<file path="src/rtl/mem_stage_pkg.sv">
// Shared definitions for the memory-access stage: funct3 encodings, the FSM
// state type, and helpers for access size and byte-strobe masks.
package mem_stage_pkg;

    // RISC-V load/store funct3 encodings (size in [1:0], unsigned in [2])
    localparam logic [2:0] F3_B  = 3'b000;
    localparam logic [2:0] F3_H  = 3'b001;
    localparam logic [2:0] F3_W  = 3'b010;
    localparam logic [2:0] F3_D  = 3'b011;
    localparam logic [2:0] F3_BU = 3'b100;
    localparam logic [2:0] F3_HU = 3'b101;
    localparam logic [2:0] F3_WU = 3'b110;

    typedef enum logic [1:0] {
        ST_IDLE   = 2'd0,
        ST_ACCESS = 2'd1,
        ST_DONE   = 2'd2
    } state_t;

    // Map encodings that are illegal for this datapath width onto W.
    function automatic logic [2:0] norm_funct3(input logic [2:0] f3, input int xlen);
        logic [2:0] r;
        r = f3;
        if (f3 == 3'b111) r = F3_W;
        if (xlen < 64 && (f3 == F3_D || f3 == F3_WU)) r = F3_W;
        return r;
    endfunction

    // log2 of the access size in bytes; expects a normalised funct3.
    function automatic logic [1:0] size_log2(input logic [2:0] f3);
        case (f3)
            F3_B, F3_BU: return 2'd0;
            F3_H, F3_HU: return 2'd1;
            F3_D:        return 2'd3;
            default:     return 2'd2;
        endcase
    endfunction

    // Byte-lane mask for an access of 2**sz bytes starting at lane 0.
    function automatic logic [7:0] strobe_mask(input logic [1:0] sz);
        return 8'((16'd1 << (4'd1 << sz)) - 16'd1);
    endfunction

endpackage

</file>
<file path="src/rtl/mem_load_align.sv">
// Load data alignment: shifts the addressed bytes down to lane 0, truncates
// to the access size and sign- or zero-extends to the full datapath width.
module mem_load_align
    import mem_stage_pkg::*;
#(
    parameter int XLEN = 32
) (
    input  logic [XLEN-1:0]              read_data,
    input  logic [$clog2(XLEN/8)-1:0]    offset,
    input  logic [2:0]                   funct3,
    output logic [XLEN-1:0]              load_data
);

    logic [XLEN-1:0] shifted;
    logic [XLEN-1:0] keep;
    logic [XLEN-1:0] fill;
    logic [1:0]      sz;
    logic            sign_bit;

    // Shift, mask to size, then fill the upper bits with the extension value.
    always_comb begin
        // NOTE: every signal written here gets a value first, so no path leaves one unassigned and no latch is inferred.
        shifted   = read_data >> {offset, 3'b000};
        sz        = size_log2(funct3);
        keep      = (XLEN'(1) << (7'd8 << sz)) - XLEN'(1);
        sign_bit  = shifted[XLEN-1];
        case (sz)
            2'd0:    sign_bit = shifted[7];
            2'd1:    sign_bit = shifted[15];
            2'd2:    sign_bit = shifted[31];
            default: sign_bit = shifted[XLEN-1];
        endcase
        fill      = (sign_bit && !funct3[2]) ? '1 : '0;
        load_data = (shifted & keep) | (fill & ~keep);
    end

endmodule

</file>
<file path="src/rtl/mem_stage_lsu.sv">
// Memory-access stage: accepts one access per ALU_kick_up, drives data memory
// with byte strobes under a ready handshake, and returns aligned load data
// with a one-cycle MEM_kick_up completion pulse.
// Build option: MEM_MISALIGN_TRAP_EN -- when defined, misaligned accesses are
// flagged and skipped; otherwise the address is force-aligned to the size.
module mem_stage_lsu
    import mem_stage_pkg::*;
#(
    parameter int XLEN           = 32,
    parameter int ADDR_WIDTH     = 32,
    parameter int TIMEOUT_CYCLES = 16
) (
    input  logic                  clk,
    input  logic                  reset,
    input  logic [ADDR_WIDTH-1:0] ALU_result,
    input  logic                  ALU_kick_up,
    input  logic [XLEN-1:0]       reg_read_data_2,
    input  logic                  Controller_memwrite,
    input  logic                  Controller_memread,
    input  logic [2:0]            Controller_funct3,
    output logic                  Data_mem_write_enable,
    output logic [ADDR_WIDTH-1:0] Data_mem_write_addr,
    output logic [XLEN-1:0]       Data_mem_write_data,
    output logic [XLEN/8-1:0]     Data_mem_write_strobe,
    output logic                  Data_mem_read_enable,
    output logic [ADDR_WIDTH-1:0] Data_mem_read_addr,
    input  logic [XLEN-1:0]       Data_mem_read_data,
    input  logic                  Data_mem_ready,
    output logic [XLEN-1:0]       MEM_load_data,
    output logic                  MEM_kick_up,
    output logic                  MEM_busy,
    output logic                  MEM_misaligned,
    output logic                  MEM_bus_error
);

    localparam int STRB_W = XLEN / 8;
    localparam int OFF_W  = $clog2(STRB_W);
    localparam int CNT_W  = (TIMEOUT_CYCLES > 0) ? $clog2(TIMEOUT_CYCLES + 1) : 1;

    state_t                state_q, state_d;
    logic [ADDR_WIDTH-1:0] addr_q;
    logic [XLEN-1:0]       data_q;
    logic [2:0]            funct3_q;
    logic                  is_store_q;
    logic                  is_load_q;
    logic [CNT_W-1:0]      wait_cnt_q;
    logic [XLEN-1:0]       load_data_q;
    logic                  bus_error_q;

    logic [2:0]            kick_funct3;
    logic                  kick_mem;
    logic                  kick_misaligned;
    logic [ADDR_WIDTH-1:0] eff_addr;
    logic [OFF_W-1:0]      eff_off;
    logic                  timeout_hit;
    logic                  access_live;
    logic [XLEN-1:0]       aligned_load;

    assign kick_funct3 = norm_funct3(Controller_funct3, XLEN);
    assign kick_mem    = Controller_memwrite | Controller_memread;

`ifdef MEM_MISALIGN_TRAP_EN
    logic misaligned_q;

    assign kick_misaligned = |(ALU_result[OFF_W-1:0] &
                               OFF_W'((1 << size_log2(kick_funct3)) - 1));
    assign eff_addr        = addr_q;
    assign MEM_misaligned  = misaligned_q;

    // Misaligned flag: captured from the incoming access, cleared on each accepted kick.
    always_ff @(posedge clk or posedge reset) begin
        if (reset)
            misaligned_q <= 1'b0;
        else if (state_q == ST_IDLE && ALU_kick_up)
            misaligned_q <= kick_misaligned;
    end
`else
    logic [OFF_W-1:0] low_mask;

    assign kick_misaligned = 1'b0;
    assign low_mask        = OFF_W'((1 << size_log2(funct3_q)) - 1);
    assign eff_addr        = {addr_q[ADDR_WIDTH-1:OFF_W], addr_q[OFF_W-1:0] & ~low_mask};
    assign MEM_misaligned  = 1'b0;
`endif

    assign eff_off     = eff_addr[OFF_W-1:0];
    assign timeout_hit = (TIMEOUT_CYCLES != 0) && (wait_cnt_q == CNT_W'(TIMEOUT_CYCLES));
    assign access_live = (state_q == ST_ACCESS) && !timeout_hit;

    // Memory port: decoded from state so a reset drops the enables at once.
    assign Data_mem_write_enable = access_live && is_store_q;
    assign Data_mem_read_enable  = access_live && is_load_q;
    assign Data_mem_write_addr   = eff_addr;
    assign Data_mem_read_addr    = eff_addr;
    assign Data_mem_write_data   = data_q << {eff_off, 3'b000};
    assign Data_mem_write_strobe = Data_mem_write_enable
                                 ? (STRB_W'(strobe_mask(size_log2(funct3_q))) << eff_off)
                                 : '0;

    assign MEM_kick_up   = (state_q == ST_DONE);
    assign MEM_busy      = (state_q != ST_IDLE);
    assign MEM_load_data = load_data_q;
    assign MEM_bus_error = bus_error_q;

    mem_load_align #(.XLEN(XLEN)) u_load_align (
        .read_data (Data_mem_read_data),
        .offset    (eff_off),
        .funct3    (funct3_q),
        .load_data (aligned_load)
    );

    // FSM state register.
    always_ff @(posedge clk or posedge reset) begin
        if (reset)
            state_q <= ST_IDLE;
        else
            state_q <= state_d;
    end

    // FSM next state: kicks only land in IDLE, ready only matters in ACCESS.
    always_comb begin
        state_d = state_q;
        case (state_q)
            ST_IDLE: begin
                if (ALU_kick_up)
                    state_d = (!kick_mem || kick_misaligned) ? ST_DONE : ST_ACCESS;
            end
            ST_ACCESS: begin
                if (timeout_hit || Data_mem_ready)
                    state_d = ST_DONE;
            end
            ST_DONE:  state_d = ST_IDLE;
            default:  state_d = ST_IDLE;
        endcase
    end

    // Request latch, wait counter, load capture and bus-error flag.
    always_ff @(posedge clk or posedge reset) begin
        // NOTE: the data latches are reset too, so every output reads 0 straight out of reset.
        if (reset) begin
            addr_q      <= '0;
            data_q      <= '0;
            funct3_q    <= '0;
            is_store_q  <= 1'b0;
            is_load_q   <= 1'b0;
            wait_cnt_q  <= '0;
            load_data_q <= '0;
            bus_error_q <= 1'b0;
        end else begin
            // NOTE: non-blocking assignments so every flop samples pre-edge values.
            case (state_q)
                ST_IDLE: begin
                    if (ALU_kick_up) begin
                        addr_q      <= ALU_result;
                        data_q      <= reg_read_data_2;
                        funct3_q    <= kick_funct3;
                        is_store_q  <= Controller_memwrite;
                        is_load_q   <= Controller_memread && !Controller_memwrite;
                        wait_cnt_q  <= '0;
                        bus_error_q <= 1'b0;
                    end
                end
                ST_ACCESS: begin
                    if (timeout_hit)
                        bus_error_q <= 1'b1;
                    else if (Data_mem_ready) begin
                        if (is_load_q)
                            load_data_q <= aligned_load;
                    end else if (TIMEOUT_CYCLES != 0)
                        wait_cnt_q <= wait_cnt_q + CNT_W'(1);
                end
                default: ;
            endcase
        end
    end

endmodule

</file>
<file path="config.mk">
export PLATFORM = sky130hd
export DESIGN_NAME = mem_stage_lsu
export DESIGN_NICKNAME = d
export VERILOG_FILES = /design/src/rtl/mem_stage_pkg.sv /design/src/rtl/mem_load_align.sv /design/src/rtl/mem_stage_lsu.sv
export SDC_FILE = /design/constraint.sdc
export NUM_CORES = 1
export LEC_CHECK = 0
export CORE_MARGIN = 2
export CORE_UTILIZATION = 30
export DETAILED_ROUTE_END_ITERATION = 7
export HOLD_SLACK_MARGIN = 0.06
export PLACE_DENSITY = 0.62
export SETUP_SLACK_MARGIN = 0.15
export SLEW_MARGIN = 15
export SYNTH_ARGS = -nofsm -noshare
export SYNTH_HDL_FRONTEND = slang
export SYNTH_SLANG_ARGS = --single-unit
export TNS_END_PERCENT = 1
</file>
<file path="constraint.sdc">
create_clock -name clk -period 3.8 [get_ports clk]
set_input_delay 0.57 -clock clk [delete_from_list [all_inputs] [get_ports clk]]
set_output_delay 0.57 -clock clk [all_outputs]
set_load 0.005 [all_outputs]
</file>
Word-level counts from Yosys, hierarchy flattened
Cells that the tools add are included.
{"block": "totals", "register_bits": 109, "latch_bits": 0, "ram_bits": 0, "romBits": 0, "input_bits": 105, "out_inout_bits": 138, "word_cells": 84, "memories": 0}
{"block": "classes", "n_addsub": 4, "n_mul": 0, "n_div": 0, "magnitude_cmp": 0, "eq_ne": 16, "shifts": 8, "muxes": 17, "bitwise": 8, "n_reduce_logical": 22}
{"op": "$and 32x32->32", "count": 2}
{"op": "$mux 32", "count": 1}
{"op": "$not 32->32", "count": 1}
{"op": "$or 32x32->32", "count": 1}
{"op": "$shl 1x7->32 const A", "count": 1}
{"op": "$shl 32x5->32", "count": 1}
{"op": "$shr 32x5->32", "count": 1}
{"op": "$sub 32x2->32 const B", "count": 1}
{"op": "$mux 5", "count": 3}
{"op": "$eq 3x3->1 const B", "count": 4}
{"op": "$pmux 5 s2", "count": 1}
{"op": "$ne 2x2->1 const B", "count": 4}
{"op": "$reduce_and 4->1", "count": 2}
{"op": "$shl 4x2->7 const A", "count": 1}
{"op": "$eq 3x2->1 const B", "count": 2}
{"op": "$mux 2", "count": 3}
{"op": "$mux 3", "count": 2}
{"op": "$pmux 2 s3", "count": 1}
{"op": "$add 5x1->5 const B", "count": 1}
{"op": "$eq 5x5->1 const B", "count": 1}
{"op": "$logic_and 1x1->1", "count": 5}
{"op": "$eq 2x1->1 const B", "count": 2}
{"op": "$logic_not 2->1", "count": 2}
{"op": "$mux 4", "count": 1}
{"op": "other kinds (23)", "count": 31}

Depth between registers and ports, before layout
{"block": "depth", "ltp_word": 13, "depth_mapped": 9, "mapped_depth_nobuf": 8}

By module
Synthesis repeated with hierarchy kept, for this count alone.
{"block": "hier_totals", "cells_unflattened": 677, "area_unflattened_um2": 6221.0}
{"module": "mem_stage_lsu", "n_inst": 1, "cells_per_inst": 560, "area_each_um2": 5330.1, "seq_area_each_um2": 2727.6}
{"module": "mem_load_align", "n_inst": 1, "cells_per_inst": 117, "area_each_um2": 890.9, "seq_area_each_um2": 0.0}

Worst setup path after synthesis
Ideal clock, no wire load.
{"block": "synth_timing", "kind": "register to output", "startpoint": "register funct3_q[1]", "endpoint": "output port Data_mem_write_addr[1]", "arrival_time_ns": 1.986, "required_ns": 3.230, "path_slack_ns": 1.244, "path_stages_with_launch": 9, "path_buffers": 3, "cell_sequence": "dfrtp_1 -> nor2_1 -> inv_1 -> ha_1 -> nand2_2 -> inv_1 -> clkbuf_1 -> buf_1 -> buf_4"}
{"block": "synth_via", "elab_chain_len": 7, "elab_cells_between_ends": 12, "classes_between": "add/sub: 1; eq/ne: 4; shift: 1; mux: 1; bitwise: 2; reduce/logical: 3"}
{"item": "from (decl)", "line": "mem_stage_lsu.sv:43", "source": "logic [2:0] funct3_q;"}
{"item": "from (signal assigned)", "line": "mem_stage_lsu.sv:156", "source": "funct3_q <= kick_funct3;"}
{"item": "$eq 3x1->1, or another cell as far along", "line": "mem_stage_pkg.sv:31", "source": "case (f3)"}
{"item": "$reduce_or 2->1", "line": "mem_stage_pkg.sv:31"}
{"item": "$pmux 2 s3 (*)", "line": "mem_stage_pkg.sv:31"}
{"item": "$shl 1x2->2 (*)", "line": "mem_stage_lsu.sv:81", "source": "assign low_mask = OFF_W'((1 << size_log2(funct3_q)) - 1);"}
{"item": "$sub 2x2->2 (*)", "line": "mem_stage_lsu.sv:81"}
{"item": "$not 2->2 (*)", "line": "mem_stage_lsu.sv:82", "source": "assign eff_addr = {addr_q[ADDR_WIDTH-1:OFF_W], addr_q[OFF_W-1:0] & ~low_mask};"}
{"item": "$and 2x2->2 (*)", "line": "mem_stage_lsu.sv:82"}
{"item": "to (decl)", "line": "mem_stage_lsu.sv:22", "source": "output logic [ADDR_WIDTH-1:0] Data_mem_write_addr,"}
Mark *: on every way between the ends. The rest lies on a longest branch, timed or not.

Final worst setup path
{"block": "layout_timing", "startpoint": "register funct3_q[1]", "endpoint": "output port Data_mem_write_data[23]"}
{"block": "layout_via", "elab_chain_len": 8, "elab_cells_between_ends": 13, "classes_between": "add/sub: 1; eq/ne: 4; shift: 2; mux: 1; bitwise: 2; reduce/logical: 3"}
{"item": "$eq 3x1->1, or another cell as far along", "line": "mem_stage_pkg.sv:31"}
{"item": "$reduce_or 2->1", "line": "mem_stage_pkg.sv:31"}
{"item": "$pmux 2 s3 (*)", "line": "mem_stage_pkg.sv:31"}
{"item": "$shl 1x2->2 (*)", "line": "mem_stage_lsu.sv:81"}
{"item": "$sub 2x2->2 (*)", "line": "mem_stage_lsu.sv:81"}
{"item": "$not 2->2 (*)", "line": "mem_stage_lsu.sv:82"}
{"item": "$and 2x2->2 (*)", "line": "mem_stage_lsu.sv:82"}
{"item": "$shl 32x5->32 (*)", "line": "mem_stage_lsu.sv:95", "source": "assign Data_mem_write_data = data_q << {eff_off, 3'b000};"}
{"item": "to (decl)", "line": "mem_stage_lsu.sv:23", "source": "output logic [XLEN-1:0] Data_mem_write_data,"}
Marks and branches as above.

==> impl_metrics.tcl <==
set metrics [dict create \
    cpMaxStageDelayCell "sky130_fd_sc_hd__clkdlybuf4s50_1" \
    core_area_sq_um 18800 \
    routabilityCongestion 0.835 \
    die_h_um 142 \
    worstHoldPathType "reg -> reg" \
    clk_latency_ns 0.36 \
    design_area_sq_um 8240 \
    numPortBuffers 241 \
    clock_tree.buffer_depth 2 \
    yosys_register_bits 109 \
    synthSimpleGateAreaFrac_pct 27.3 \
    register_area_sq_um 2730 \
    crit_required_ns 3.23 \
    asyncSetResetFlopFracSynth_pct 100 \
    clk_tree_root_cell "sky130_fd_sc_hd__clkbuf_16" \
    syn_nets 785 \
    cts_htree_levels 3 \
    crit_path_max_incr_delay_ns 0.48 \
    status "completed" \
    synth_compound_area_share_pct 8.32 \
    timing.setup.critical_path_class "reg -> out" \
    yosys.cell_count.top_type "sky130_fd_sc_hd__nand2_1" \
    avgSynthCellArea_sq_um 8.48 \
    drt_iter0_drc 201 \
    drt_drc_violations_left 0 \
    finalCriticalPeriod_ns 3.34 \
    dp_hpwl_mm 12.9 \
    synth.top_cells.by_count "sky130_fd_sc_hd__nand2_1 (261), sky130_fd_sc_hd__dfrtp_1 (109), sky130_fd_sc_hd__buf_4 (63)" \
    placed_cell_area_sq_um 7910 \
    yosys.area_share.xor_xnor_pct 0.458 \
    cellLeakagePower_nw 3.89 \
    cp_cell_sequence "nor2_1, inv_1, ha_2, nand2_2, buf_6, mux2i_1, o2bb2ai_1, clkdlybuf4s50_1" \
    post_synth_edffs 0 \
    min_period_over_period_pct 87.9 \
    timing.final.hold_violations 0 \
    routed-via-count 5042 \
    finalNetCount 945 \
    area.growth.synth_to_final_pct 43.5 \
    syn_inst 677 \
    cap_viol_max_count 0 \
    dieWidth_um 142 \
    multi_input_comb_area_sq_um 2360 \
    synth_adder_area_share_pct 0.654 \
    maximum_number_of_pins_on_one_net_before_global_route_repair 56 \
    cts.clk_slew.worst_paths_ns 0.07 \
    ant_nets 0 \
    place_inst 1058 \
    detail_route.first_pass.iterations 4 \
    rsz0062_at_grt "false" \
    post_synth_num_cell_types 40 \
    slew_headroom_pct 47.1 \
    drv_slew 0 \
    placement_row_count 50 \
    detail_route.wl_per_cell_um 16.4 \
    setup-tns-final_ns 0 \
    cts_tree "done" \
    ir_drop_mv 0.397 \
    detail_route.wirelength_mm 17.7 \
    final.fill_count 1843 \
    cts.sinks 109 \
    global_route.usage.total_pct 17.4 \
    timing.fmax_ghz 0.299 \
    starting_density_pct 30.6 \
    reg2regPathDepth 8 \
    synth_area_leaders "sky130_fd_sc_hd__dfrtp_1 (48%), sky130_fd_sc_hd__nand2_1 (17%), sky130_fd_sc_hd__buf_4 (8.2%)" \
    critPathMaxFanout 43 \
    grt-ovfl-total 0 \
    combinational_family_with_the_most_area_after_synthesis "simple AND/OR/NAND/NOR gates" \
    worst-endpoint-arrival_ns 2.77 \
    vias_in_the_first_global_route 5004 \
    end_kind "output pin" \
    final.setup_skew_ns 0.0126 \
    worstSetupStartpointType "register" \
    num_io_pins 243 \
    post_synth_top_area_cell "sky130_fd_sc_hd__dfrtp_1" \
    post_synth_mux_area_share_pct 3.97 \
    fp.dieArea_sq_um 20300 \
    vias_per_cell 4.69 \
    synth.cell_area_sq_um 5740 \
    synthDominantCellAreaShare_pct 47.5 \
    power.density_cell_area_nw_per_um2 830 \
    cts_hold_buf 0 \
    instances_no_fill 1076 \
    cts_made_buffers 9 \
    worst_margin_slew_ns 0.792 \
    setup_viol 0 \
    worst_hold_path.num_cells 2 \
    drive_above_1_share_pct 6.65 \
    synth.yosys.seq_area_share_pct 47.5 \
    grt_first_pass_wirelength_mm 27.4 \
    predominant_post_synthesis_flop_cell "sky130_fd_sc_hd__dfrtp_1" \
    yosys_warnings 0 \
    grt_antenna_before_repair 2 \
    n_antenna_cell 0 \
]
## power by group
part | switching, W | internal [W] | leakage [nW]
logic | 0.00165 | 0.00209 | 2.37
registers | 0.000448 | 0.00167 | 1.37
clock network | 0.000451 | 0.000532 | 0.146
total | 0.00254 | 0.00430 | 3.89
## repair_timing
| action | in CTS | in global routing |
|---|---|---|
| setup buffers | 0 | 2 |
| hold endpoints to repair | 0 | 0 |
| endpoints found under the setup margin | 0 | 17 |
| resized for setup | 0 | 4 |
## worst paths after layout
path	start	end	slack, ns
setup / recovery	funct3_q[1]$_DFFE_PP0P_	Data_mem_write_data[23]	0.46
hold / removal	data_q[26]$_DFFE_PP0P_	data_q[26]$_DFFE_PP0P_	0.48
setup reg to reg	funct3_q[1]$_DFFE_PP0P_	MEM_load_data[28]$_DFFE_PP0P_	0.81
hold reg to reg	data_q[26]$_DFFE_PP0P_	data_q[26]$_DFFE_PP0P_	0.48
max in group asynchronous	reset	addr_q[31]$_DFFE_PP0P_	2.53
min in group asynchronous	reset	MEM_load_data[26]$_DFFE_PP0P_	0.53
## critical path: cells and delay by family (launching register included)
| family | cells | cell delay [ns] |
|---|---|---|
| compound gates | 1 | 0.11 |
| fa+ha+maj | 1 | 0.33 |
| buf+inv | 3 | 0.94 |
| flops | 1 | 0.44 |
| mux | 1 | 0.32 |
| simple gates | 2 | 0.27 |
## through the flow
step / setup WS, ns / hold WS [ns] / total power, W / utilization (%)
2_1_floorplan: 0.356 / 0.445 / 0.00413 / -
3_3_place_gp: 0.697 / 0.460 / 0.00584 / 42.1
3_5_place_dp: 0.618 / 0.467 / 0.00588 / 42.1
4_1_cts: 0.221 / 0.485 / 0.00689 / 43.8
5_1_grt: 0.195 / 0.500 / 0.00738 / 43.9
6_report: 0.459 / 0.483 / 0.00684 / 43.9
## placed cells by master (no fill, tap or decap), types with 5 or more instances in the layout
cell | Yosys | routed
sky130_fd_sc_hd__a211oi_1 | 13 | 13
sky130_fd_sc_hd__a21oi_1 | 24 | 24
sky130_fd_sc_hd__and3_1 | 24 | 24
sky130_fd_sc_hd__buf_4 | 63 | 7
sky130_fd_sc_hd__clkbuf_16 | 0 | 9
sky130_fd_sc_hd__clkdlybuf4s50_1 | 0 | 241
sky130_fd_sc_hd__dfrtp_1 | 109 | 109
sky130_fd_sc_hd__inv_1 | 9 | 7
sky130_fd_sc_hd__mux2i_1 | 16 | 16
sky130_fd_sc_hd__nand2_1 | 261 | 261
sky130_fd_sc_hd__nand2b_1 | 9 | 9
sky130_fd_sc_hd__nand3_1 | 22 | 22
sky130_fd_sc_hd__nand3_2 | 10 | 10
sky130_fd_sc_hd__nor2_1 | 19 | 16
sky130_fd_sc_hd__o211ai_1 | 8 | 8
sky130_fd_sc_hd__o21ai_0 | 5 | 5
sky130_fd_sc_hd__o2bb2ai_1 | 9 | 9
## layer usage
metal	up-vias	GRT usage [%]	routed length [um]
met5	-	0	13
met1	2391	22.5	7810
li1	2474	-	-
met2	151	28.0	8340
met3	24	4.58	1170
met4	2	6.20	364
## registers in the layout, summed over array words and instances, names as in the netlist
register,flops
data_q,32
MEM_load_data,32
MEM_bus_error,1
is_store_q,1
funct3_q,3
wait_cnt_q,5
is_load_q,1
addr_q,32
state_q,2
## cell families (layout without fill, tap and decap cells)
| group | Yosys count | in the layout |
|---|---|---|
| DFF | 109 | 109 |
| AOI/OAI and AO/OA | 68 | 68 |
| adders and majority gates | 3 | 3 |
| and+or+nand+nor | 360 | 360 |
| buffers and inverters | 112 | 277 |
| other | 1 | 1 |
| xor gates and xnor gates | 3 | 3 |
| muxes | 21 | 21 |
## cell type report
| cell class | instances | area share [%] |
|---|---|---|
| clock buffers | 11 | 2.95 |
| repair buffers | 251 | 30.5 |
| well taps | 234 | 3.55 |
| inverters | 10 | 0.531 |
| clock inverters | 5 | 0.729 |
| flip-flops and latches | 109 | 33.1 |
| multi-input cells | 456 | 28.6 |
Power figures use the tool's default switching activity.
